==> src/rtl/bit_source_pkg.sv <==
// bit_source_pkg
// Shared types and helpers for the bit-source arbiter.
//   src_entry_t  : layout of one buffered fragment at the default widths
//   arb_state_t  : priority-mode lock state
//   ARB_ORDERED / ARB_PRIORITY : values of the ARB_MODE parameter
//   clamp_size() : limits a producer's size_of_bit to the fragment width
package bit_source_pkg;

   localparam int DEFAULT_VAL_W  = 64;
   localparam int DEFAULT_SIZE_W = 7;

   localparam int ARB_ORDERED  = 0;
   localparam int ARB_PRIORITY = 1;

   // FIFO words are stored as a flat vector in this same {flush, size, val}
   // order, so that non-default widths work without a new typedef.
   typedef struct packed {
      logic                      flush;
      logic [DEFAULT_SIZE_W-1:0] size;
      logic [DEFAULT_VAL_W-1:0]  val;
   } src_entry_t;

   typedef enum logic {
      ARB_IDLE   = 1'b0,
      ARB_LOCKED = 1'b1
   } arb_state_t;

   function automatic logic [63:0] clamp_size(input logic [63:0] size,
                                              input logic [63:0] limit);
      return (size > limit) ? limit : size;
   endfunction

endpackage

==> src/rtl/bit_source_fifo.sv <==
// bit_source_fifo
// Single-clock FIFO holding the fragments of one producer.
//   clock, reset : rising-edge clock, asynchronous active-high reset
//   push, wr_data: write request and word
//   pop, rd_data : read request and head word (head is valid while !empty)
//   full, empty  : occupancy flags
// A push while full is accepted only when a pop frees a slot in the same cycle.
module bit_source_fifo #(
   parameter int WIDTH = 72,
   parameter int DEPTH = 4
) (
   input  logic             clock,
   input  logic             reset,
   input  logic             push,
   input  logic [WIDTH-1:0] wr_data,
   input  logic             pop,
   output logic [WIDTH-1:0] rd_data,
   output logic             full,
   output logic             empty
);
   localparam int AW    = $clog2(DEPTH);
   localparam int CNT_W = AW + 1;

   logic [WIDTH-1:0] mem [DEPTH];
   logic [AW-1:0]    wr_ptr_reg;
   logic [AW-1:0]    rd_ptr_reg;
   logic [CNT_W-1:0] count_reg;
   logic             do_push;
   logic             do_pop;

   assign full    = (count_reg == CNT_W'(DEPTH));
   assign empty   = (count_reg == '0);
   assign do_pop  = pop && !empty;
   assign do_push = push && (!full || do_pop);
   assign rd_data = mem[rd_ptr_reg];

   always_ff @(posedge clock) begin
      if (do_push) begin
         mem[wr_ptr_reg] <= wr_data;
      end
   end

   // DEPTH is a power of two, so the pointers wrap naturally.
   always_ff @(posedge clock or posedge reset) begin
      if (reset) begin
         wr_ptr_reg <= '0;
         rd_ptr_reg <= '0;
         count_reg  <= '0;
      end else begin
         if (do_push) begin
            wr_ptr_reg <= wr_ptr_reg + AW'(1);
         end
         if (do_pop) begin
            rd_ptr_reg <= rd_ptr_reg + AW'(1);
         end
         case ({do_push, do_pop})
            2'b10:   count_reg <= count_reg + CNT_W'(1);
            2'b01:   count_reg <= count_reg - CNT_W'(1);
            default: count_reg <= count_reg;
         endcase
      end
   end

endmodule

==> src/rtl/bit_source_arbiter.sv <==
// bit_source_arbiter
// Buffers NUM_SRC bitstream producers in private FIFOs and drains them into one
// registered fragment stream for set_bit.
//   clock, reset        : rising-edge clock, asynchronous active-high reset
//   seq_restart         : new frame; resets pointer/lock and bit_count
//   src_enable/flush    : per-channel fragment valid / end-of-run marker
//   src_val, src_size_of_bit : packed per-channel fragment and size
//   out_ready           : sink accepts a fragment this cycle
//   out_*               : registered fragment, all-zero when nothing is popped
//   out_channel         : channel of the most recent popped fragment
//   src_full            : per-channel FIFO full
//   overflow, size_err  : sticky per-channel error flags
//   bit_count           : bits emitted since reset/seq_restart (wraps)
module bit_source_arbiter
   import bit_source_pkg::*;
#(
   parameter int NUM_SRC    = 8,
   parameter int VAL_W      = 64,
   parameter int SIZE_W     = 7,
   parameter int FIFO_DEPTH = 4,
   parameter int ARB_MODE   = 0
) (
   input  logic                       clock,
   input  logic                       reset,
   input  logic                       seq_restart,
   input  logic [NUM_SRC-1:0]         src_enable,
   input  logic [NUM_SRC-1:0]         src_flush,
   input  logic [NUM_SRC*VAL_W-1:0]   src_val,
   input  logic [NUM_SRC*64-1:0]      src_size_of_bit,
   input  logic                       out_ready,
   output logic                       out_enable,
   output logic [63:0]                out_val,
   output logic [63:0]                out_size_of_bit,
   output logic                       out_flush,
   output logic [$clog2(NUM_SRC)-1:0] out_channel,
   output logic [NUM_SRC-1:0]         src_full,
   output logic [NUM_SRC-1:0]         overflow,
   output logic [NUM_SRC-1:0]         size_err,
   output logic [31:0]                bit_count
);
   localparam int CH_W    = $clog2(NUM_SRC);
   localparam int ENTRY_W = 1 + SIZE_W + VAL_W;

   logic [NUM_SRC-1:0] push;
   logic [NUM_SRC-1:0] pop;
   logic [NUM_SRC-1:0] full;
   logic [NUM_SRC-1:0] empty;
   logic [NUM_SRC-1:0] ovf_set;
   logic [NUM_SRC-1:0] size_set;
   logic [ENTRY_W-1:0] wr_data [NUM_SRC];
   logic [ENTRY_W-1:0] rd_data [NUM_SRC];

   logic [CH_W-1:0]    ptr_reg;
   logic [CH_W-1:0]    lock_ch_reg;
   arb_state_t         state_reg;

   logic [CH_W-1:0]    sel;
   logic               sel_valid;
   logic               pop_any;
   logic [ENTRY_W-1:0] sel_entry;
   logic               sel_flush;
   logic [SIZE_W-1:0]  sel_size;
   logic [VAL_W-1:0]   sel_val;

   for (genvar gi = 0; gi < NUM_SRC; gi++) begin : g_ch
      assign push[gi]     = src_enable[gi] | src_flush[gi];
      assign size_set[gi] = src_enable[gi] &&
                            (src_size_of_bit[gi*64 +: 64] > 64'(VAL_W));
      // A flush-only push carries no payload: size and val are forced to zero.
      assign wr_data[gi]  = {src_flush[gi],
                             src_enable[gi] ? SIZE_W'(clamp_size(src_size_of_bit[gi*64 +: 64],
                                                                 64'(VAL_W)))
                                            : SIZE_W'(0),
                             src_enable[gi] ? src_val[gi*VAL_W +: VAL_W] : VAL_W'(0)};
      assign pop[gi]      = pop_any && (sel == CH_W'(gi));
      // The FIFO itself absorbs a push-on-full when the same cycle pops it.
      assign ovf_set[gi]  = push[gi] && full[gi] && !pop[gi];

      bit_source_fifo #(
         .WIDTH (ENTRY_W),
         .DEPTH (FIFO_DEPTH)
      ) u_fifo (
         .clock   (clock),
         .reset   (reset),
         .push    (push[gi]),
         .wr_data (wr_data[gi]),
         .pop     (pop[gi]),
         .rd_data (rd_data[gi]),
         .full    (full[gi]),
         .empty   (empty[gi])
      );
   end

   assign src_full = full;

   // Channel selection: ordered mode follows the pointer; priority mode takes
   // the locked channel, or else the lowest-index non-empty one.
   always_comb begin
      sel       = '0;
      sel_valid = 1'b0;
      if (ARB_MODE == ARB_ORDERED) begin
         sel       = ptr_reg;
         sel_valid = 1'b1;
      end else if (state_reg == ARB_LOCKED) begin
         sel       = lock_ch_reg;
         sel_valid = 1'b1;
      end else begin
         for (int i = NUM_SRC - 1; i >= 0; i--) begin
            if (!empty[i]) begin
               sel       = CH_W'(i);
               sel_valid = 1'b1;
            end
         end
      end
   end

   assign pop_any   = out_ready && sel_valid && !empty[sel];
   assign sel_entry = rd_data[sel];
   assign sel_flush = sel_entry[ENTRY_W-1];
   assign sel_size  = sel_entry[VAL_W +: SIZE_W];
   assign sel_val   = sel_entry[VAL_W-1:0];

   always_ff @(posedge clock or posedge reset) begin
      if (reset) begin
         out_enable      <= 1'b0;
         out_flush       <= 1'b0;
         out_val         <= '0;
         out_size_of_bit <= '0;
         out_channel     <= '0;
         overflow        <= '0;
         size_err        <= '0;
         bit_count       <= '0;
         ptr_reg         <= '0;
         lock_ch_reg     <= '0;
         state_reg       <= ARB_IDLE;
      end else begin
         // Idle cycles present all-zero fragments so the stream stays OR-mergeable.
         out_enable      <= pop_any && (sel_size != '0);
         out_flush       <= pop_any && sel_flush;
         out_val         <= pop_any ? 64'(sel_val) : 64'(0);
         out_size_of_bit <= pop_any ? 64'(sel_size) : 64'(0);
         if (pop_any) begin
            out_channel <= sel;
         end
         overflow <= overflow | ovf_set;
         size_err <= size_err | size_set;

         // Restart overrides the arbitration update and the count of a
         // coincident pop; the popped fragment itself still goes out.
         if (seq_restart) begin
            ptr_reg   <= '0;
            state_reg <= ARB_IDLE;
            bit_count <= '0;
         end else if (pop_any) begin
            bit_count <= bit_count + 32'(sel_size);
            if (ARB_MODE == ARB_ORDERED) begin
               if (sel_flush) begin
                  ptr_reg <= (ptr_reg == CH_W'(NUM_SRC - 1)) ? '0 : ptr_reg + CH_W'(1);
               end
            end else begin
               case (state_reg)
                  ARB_IDLE: begin
                     if (!sel_flush) begin
                        state_reg   <= ARB_LOCKED;
                        lock_ch_reg <= sel;
                     end
                  end
                  ARB_LOCKED: begin
                     if (sel_flush) begin
                        state_reg <= ARB_IDLE;
                     end
                  end
                  default: state_reg <= ARB_IDLE;
               endcase
            end
         end
      end
   end

endmodule

==> config.mk <==
export PLATFORM = sky130hd
export DESIGN_NAME = bit_source_arbiter
export DESIGN_NICKNAME = d
export VERILOG_FILES = /design/src/rtl/bit_source_pkg.sv /design/src/rtl/bit_source_fifo.sv /design/src/rtl/bit_source_arbiter.sv
export SDC_FILE = /design/constraint.sdc
export NUM_CORES = 2
export LEC_CHECK = 0
export BUFFER_PORTS_ARGS = -buffer_cell sky130_fd_sc_hd__buf_2
export CAP_MARGIN = 15
export CORE_AREA = 2 2 482 484
export DETAILED_ROUTE_END_ITERATION = 8
export DIE_AREA = 0 0 484 486
export GPL_ROUTABILITY_DRIVEN = 0
export GPL_TIMING_DRIVEN = 0
export PLACE_DENSITY_LB_ADDON = 0.3
export SETUP_SLACK_MARGIN = 0.2
export SLEW_MARGIN = 20
export SYNTH_ARGS = -nofsm -noshare
export SYNTH_HDL_FRONTEND = slang
export SYNTH_SLANG_ARGS = --single-unit
==> constraint.sdc <==
create_clock -name clock -period 15.8 [get_ports clock]
set_clock_uncertainty 0.1 [all_clocks]
set_input_delay 0.79 -clock clock [delete_from_list [all_inputs] [get_ports clock]]
set_output_delay 0.79 -clock clock [all_outputs]
set_load 0.02 [all_outputs]
; After elaboration in Yosys (flattened, before gate mapping)
; Memories as Yosys holds them, arrays and structs flattened.
; Cells that the tools add are included.
[totals]
memories = 8
inputBits = 1044
rom_bits = 0
mem_bits_rw = 2304
regBits = 183
latchBits = 0
[memory_table]
columns = memory, words, width, read_ports, rd_ports_with_merged_regs, write_ports, line_no
row1 = g_ch[0].u_fifo.mem, 4, 72, 1, 0, 1, bit_source_fifo.sv:24  ; logic [WIDTH-1:0] mem [DEPTH];
row2 = g_ch[1].u_fifo.mem, 4, 72, 1, 0, 1, bit_source_fifo.sv:24
row3 = g_ch[2].u_fifo.mem, 4, 72, 1, 0, 1, bit_source_fifo.sv:24
row4 = g_ch[3].u_fifo.mem, 4, 72, 1, 0, 1, bit_source_fifo.sv:24
row5 = g_ch[4].u_fifo.mem, 4, 72, 1, 0, 1, bit_source_fifo.sv:24
row6 = g_ch[5].u_fifo.mem, 4, 72, 1, 0, 1, bit_source_fifo.sv:24
row7 = +2 memories, -, -, -, -, -, -
[op_classes]
shifts = 0
magnitude_cmp = 10
reduce_logical = 105
multipliers = 0
div = 0
n_eq_ne = 31
addsub = 34
n_bitwise = 11
n_mux = 61
[ops]
columns = op, count
row1 = 2-to-1 mux 64 bit, 9
row2 = "greater-than comparator 64 x 7 -> 1 bit, second input constant", 8
row3 = binary-select mux 72 bit (select 3 bit), 1
row4 = 2-to-1 mux 72 bit, 2
row5 = 2-to-1 mux 7 bit, 17
row6 = 2-to-1 mux 32 bit, 2
row7 = logical AND 1 bit, 51
row8 = one-hot mux 3 bit (2 select lines), 8
row9 = "equality test 3 bit, second input constant", 12
row10 = "adder 2 x 1 -> 2 bit, second input constant", 16
row11 = adder 32 x 7 -> 32 bit, 1
row12 = "adder 3 x 1 -> 3 bit, second input constant", 9
row13 = logical NOT 3 bit, 9
row14 = logical NOT 1 bit, 25
row15 = "subtractor 3 x 1 -> 3 bit, second input constant", 8
row16 = nonzero test 2 bit, 10
row17 = 2-to-1 mux 1 bit, 17
row18 = "equality test 2 x 1 -> 1 bit, second input constant", 8
row19 = "equality test 2 bit, second input constant", 8
row20 = bitwise OR 8 bit, 2
row21 = 2-to-1 mux 3 bit, 4
row22 = logical OR 1 bit, 8
row23 = bitwise OR 1 bit, 8
row24 = nonzero test 7 bit, 1
row25 = other kinds (7), 8

; Logic depth before layout (Yosys ltp)
[logic_depth]
ltp_word = 11
mapped_depth = 17
depth_no_buf = 13

; By module
; From an unflattened synthesis, not the netlist that was laid out.
[unflattened]
hier_cells = 5148
hier_area_um2 = 101583.7
[by_module_without_submodules]
columns = module, cells_per_inst, seq_area_each_um2, instances, area_per_inst_um2
row1 = bit_source_fifo at g_ch[1].u_fifo ..., 430, 8823.5, 6, 10870.4
row2 = bit_source_fifo at g_ch[0].u_fifo ..., 415, 8823.5, 2, 10799.1
row3 = bit_source_arbiter, 1738, 3178.0, 1, 14762.9

; Worst setup path before layout
; Ideal clock, no wire load.
[synth_path]
path_kind = flip-flop to flip-flop
start = register ptr_reg[1]
end = memory g_ch[4].u_fifo.mem[0][0] (enable)
slack_ns = 11.041
n_path_buf = 4
stages_incl_launch_ff = 10
arrival_time_ns = 4.221
period_less_slack_ns = 4.759
required_time_ns = 15.262
cell_sequence = dfrtp_1 buf_4 inv_2 buf_1 buf_1 ha_1 nand4_1 buf_1 a21oi_1 and2_1
[synth_between]
elab_chain_len = 10
[synth_lines]
columns = element, line_no
row1 = from (decl), bit_source_arbiter.sv:53  ; logic [CH_W-1:0] ptr_reg;
row2 = from (signal assigned), bit_source_arbiter.sv:158  ; ptr_reg <= (ptr_reg == CH_W'(NUM_SRC - 1)) ? '0 : ptr_reg + CH_W'(1);
row3 = binary-select mux 1 bit (select 3 bit), bit_source_arbiter.sv:117  ; assign pop_any = out_ready && sel_valid && !empty[sel];
row4 = 2-to-1 mux 1 bit (implied by the code), bit_source_arbiter.sv:117
row5 = logical NOT 1 bit, bit_source_arbiter.sv:117
row6 = logical AND 1 bit, bit_source_arbiter.sv:117
row7 = logical AND 1 bit (*), bit_source_arbiter.sv:75  ; assign pop[gi] = pop_any && (sel == CH_W'(gi));
row8 = logical AND 1 bit (*), bit_source_fifo.sv:33  ; assign do_pop = pop && !empty;
row9 = logical OR 1 bit (*), bit_source_fifo.sv:34  ; assign do_push = push && (!full || do_pop);
row10 = logical AND 1 bit (*), bit_source_fifo.sv:34
row11 = 2-to-1 mux 1 bit (*), bit_source_fifo.sv:38  ; if (do_push) begin
row12 = 2-to-1 mux 1 bit (implied by the code) (*), bit_source_fifo.sv:39  ; mem[wr_ptr_reg] <= wr_data;
row13 = to (decl), bit_source_fifo.sv:24
; Mark *: on every way between the ends. The rest lies on a longest branch, timed or not. The select of a mux whose other input is x is not followed.

; Final worst setup path
[layout_path]
start = register g_ch[7].u_fifo.rd_ptr_reg[1]
end = register bit_count[24]
[layout_between]
elab_chain_len = 7
[layout_lines]
columns = element, line_no
row1 = from (decl), bit_source_fifo.sv:26  ; logic [AW-1:0] rd_ptr_reg;
row2 = from (signal assigned), bit_source_fifo.sv:54  ; rd_ptr_reg <= rd_ptr_reg + AW'(1);
row3 = memory read (4 x 72 bit), -
row4 = binary-select mux 72 bit (select 3 bit), bit_source_arbiter.sv:118  ; assign sel_entry = rd_data[sel];
row5 = 2-to-1 mux 72 bit (implied by the code) (2 in a row), bit_source_arbiter.sv:118
row6 = adder 32 x 7 -> 32 bit, bit_source_arbiter.sv:155  ; bit_count <= bit_count + 32'(sel_size);
row7 = 2-to-1 mux 32 bit, bit_source_arbiter.sv:154  ; end else if (pop_any) begin
row8 = 2-to-1 mux 32 bit, bit_source_arbiter.sv:150  ; if (seq_restart) begin
row9 = to (signal assigned), bit_source_arbiter.sv:155
row10 = to (decl), bit_source_arbiter.sv:39  ; output logic [31:0] bit_count
; No other way between the ends. The select of a mux whose other input is x is not followed.
; A chain may end at the register's enable or synchronous reset.

==> results.md <==
* Critical Path End Type: flop
* Skew-Pair Late Insertion Delay at 940 ps
* RSZ-0062 raised after global routing: false
* Resized cells post-CTS at 0
* Leakage at between 40 and 50 nW
* Number of global-route vias before repair at 58790
* Residual DRC at 0
* Rel. slew slack at 22.04%
* WHS at 69.94 ps
* Async S/R FF share, synth at 7.358%
* Fin. max-slew vios at 0
* Final Net Count at about 7900
* All-layer global routing usage at 28.67%
* Peak VDD IR at 112.5 uV
* Post-DP HPWL at approximately 260 mm
* Die width at 484 um
* TritonCTS Buffers at 278
* GRT overflow at 0
* Yosys warns at 0
* Routed via count at ~59000
* CP Launch Type: flop
* Deepest level of the CTS H-tree at 5
* Fraction of layout cells with a size suffix above 1 at 35.92%
* Synth Register Bits at 2487
* Synth-to-Final Area Change at 20.10%
* Pwr dens at 180.5 nW/um^2
* Tightest Pin Transition at 1159 ps
* WL per Instance at 33.88 um
* Core area at 229500 um^2
* Top Registers: g_ch.u_fifo.mem: 2304 flops, out_val: 64 flops, bit_count: 32 flops
* Hold WC Path Type: in2reg
* Die Y at between 400 and 500 um
* # IOs at around 1200
* Share of Yosys cell area claimed by the top area cell type at between 60% and 70%
* Clock slew at reported path FFs at 60 ps
* Sequential cell area at around 74000 um^2
* Drt pass-1 iters at 5
* Initial drt markers at 7565
* Fin crit period at between 5000 and 6000 ps
* Final worst path period share at around 37%
* Clock Sinks at 2487
* Port bufs at 1175
* Outcome: finished, final reports clean
* Worst path arrival time at 6540 ps
* CP Data Required Time at 16480 ps
* Largest net degree at the start of global routing at 70
* Global-route wire length before repair at 462.8 mm
* Remaining antenna violation count after routing at 0
* Ys flop type: edfxtp_1
* Initial core utilization at 44.10%
* Routed WL at 340.5 mm
* Max Cap Viol at 0
* Clk root buf: clkbuf_16
* Max FFs per register at 2304
* Initial antenna violation count at 71
* Post-synth EDFFs at 2304
* Fmax at 170.7 MHz
* Avg Inst Size Synth at 19.45 um^2
* Unique masters post-synth at 70
* Setup violators final at 0
* CP max FO at 10
* Footprint of the multi-input gates at between 20000 and 30000 um^2
* Mapped Cells at 5203
* Final Hold Viols at 0
* Post-Syn Area at 101200 um^2
* Die area at 235200 um^2
* Dominant cells by area after synthesis: edfxtp_1 (68%), mux4_2 (16%), dfrtp_1 (4.5%), and2_1 (3.4%), nor4_1 (0.79%)
* Post-synth top area cell: edfxtp_1
* Top reg by flops: g_ch.u_fifo.mem
* Seq/Total Area, Yosys at 72.89%
* Row Count at between 150 and 200
* Kind of critical path: reg2reg
* Filler Cell Count at 18220
* Fin Setup TNS at 0 ps
* CTS tree: yes
* Clk buf depth at 4
* Vias per cell at around 5.9
==> cell usage after synthesis (all sizes together) (46+ instances only) <==
| master | number |
|---|---|
| mux4 | 706 |
| nand4 | 46 |
| clkbuf | 191 |
| buf | 134 |
| nor2 | 129 |
| inv | 105 |
| edfxtp | 2304 |
| and2 | 554 |
| nor4 | 127 |
| a21oi | 97 |
| nand2 | 206 |
| dfrtp | 183 |
==> stage by stage <==
step                util (%)  total power [W]  cell area, um^2  setup slack [ps]  std cells
detailed placement     49.15          0.01595           112800             10140       9527
global route           52.94          0.02268           121500              9768      10030
CTS                    52.91          0.02211           121400             10130      10010
finish                 52.97          0.02194           121500              9943      10050
global placement       48.41          0.01571           111100              5947       9460
floorplan                  -          0.01307           101400              9938       5259
==> final timing paths <==
check                                                    startpoint                                  end  slack [ps]  depth (start not counted)
max                        g_ch[7].u_fifo.rd_ptr_reg[1]$_DFFE_PP0P_            bit_count[24]$_DFFE_PP0P_        9940                         13
min                                                    src_flush[3]  g_ch[3].u_fifo.mem[1][71]$_DFFE_PP_          70                          1
max reg2reg                g_ch[7].u_fifo.rd_ptr_reg[1]$_DFFE_PP0P_            bit_count[24]$_DFFE_PP0P_        9940                         13
min reg2reg                                   size_err[3]$_DFF_PP0_                size_err[3]$_DFF_PP0_         350                          1
max in group asynchronous                                     reset                out_val[54]$_DFF_PP0_       14350                          4
min in group asynchronous                                     reset                 out_val[7]$_DFF_PP0_         350                          3
==> worst max-delay path, cell delays in order, from the launching register on <==
cell	delay (ps)
dfrtp_1	320
clkbuf_1	800
buf_1	860
mux4_2	480
a32oi_1	260
and4_1	430
inv_1	90
ha_1	350
nor2b_1	160
o21a_1	150
o21ai_1	240
a2111oi_1	920
nand4_1	210
mux2_1	350
==> per-layer routing <==
layer  routed length, um  track usage (%)
met1              137600            40.83
met2              153100            43.10
met3               36350            7.202
met4               13100            10.19
met5                 281                0
==> cell type report <==
cell class | count | area share, %
plain buffers | 325 | 1.267
flip-flops and latches | 2487 | 60.69
clock buffers | 354 | 6.130
repair buffers | 1247 | 6.150
clock inverters | 120 | 0.9131
inverters | 105 | 0.3304
multi-input cells | 2342 | 21.32
diodes | 43 | 0.08853
well taps | 3026 | 3.115
==> what timing repair did <==
| action | CTS | global route |
|---|---|---|
| hold buffers | 5 | 0 |
| hold endpoints to repair | 67 | 0 |
| setup buffers | 0 | 0 |
==> report_power, final <==
part / switching, W / internal [W]
sequential: 0.000425 / 0.00915
combinational: 0.00385 / 0.00232
clock: 0.00256 / 0.00363
==> cells in the final DEF (no fill, tap or decap), types with 20 or more instances in the layout <==
master | netlist | final
clkinv_2 | 0 | 33
dfrtp_1 | 183 | 183
and2_1 | 554 | 522
nor2_1 | 129 | 129
buf_1 | 61 | 36
clkinv_1 | 0 | 43
buf_16 | 0 | 39
clkbuf_1 | 191 | 228
xnor2_1 | 45 | 45
and3_1 | 20 | 20
conb_1 | 1 | 57
and2_4 | 0 | 32
a21oi_1 | 97 | 97
nor4_1 | 127 | 121
clkbuf_2 | 0 | 38
diode_2 | 0 | 43
edfxtp_1 | 2304 | 2304
buf_4 | 66 | 70
buf_2 | 7 | 1195
nor3_1 | 26 | 25
nand3_1 | 32 | 32
nand2_1 | 206 | 206
o21ai_0 | 22 | 22
nand4_1 | 46 | 46
clkbuf_16 | 0 | 285
inv_1 | 104 | 103
ha_1 | 45 | 45
mux4_2 | 706 | 706
==> kinds of logic (layout without fill, tap and decap cells) <==
kind of cell / count (synthesis) / count (layout) / share of synthesized area [%]
other cells: 1 / 100 / 0.003706
flops: 2487 / 2487 / 72.89
xor+xnor: 53 / 53 / 0.4587
buf+inv: 430 / 2151 / 1.848
fa+ha+maj: 54 / 54 / 0.7344
simple gates: 1199 / 1199 / 6.552
compound gates: 266 / 266 / 1.727
mux: 713 / 713 / 15.78
No activity file was read; power rests on OpenSTA's default activity.
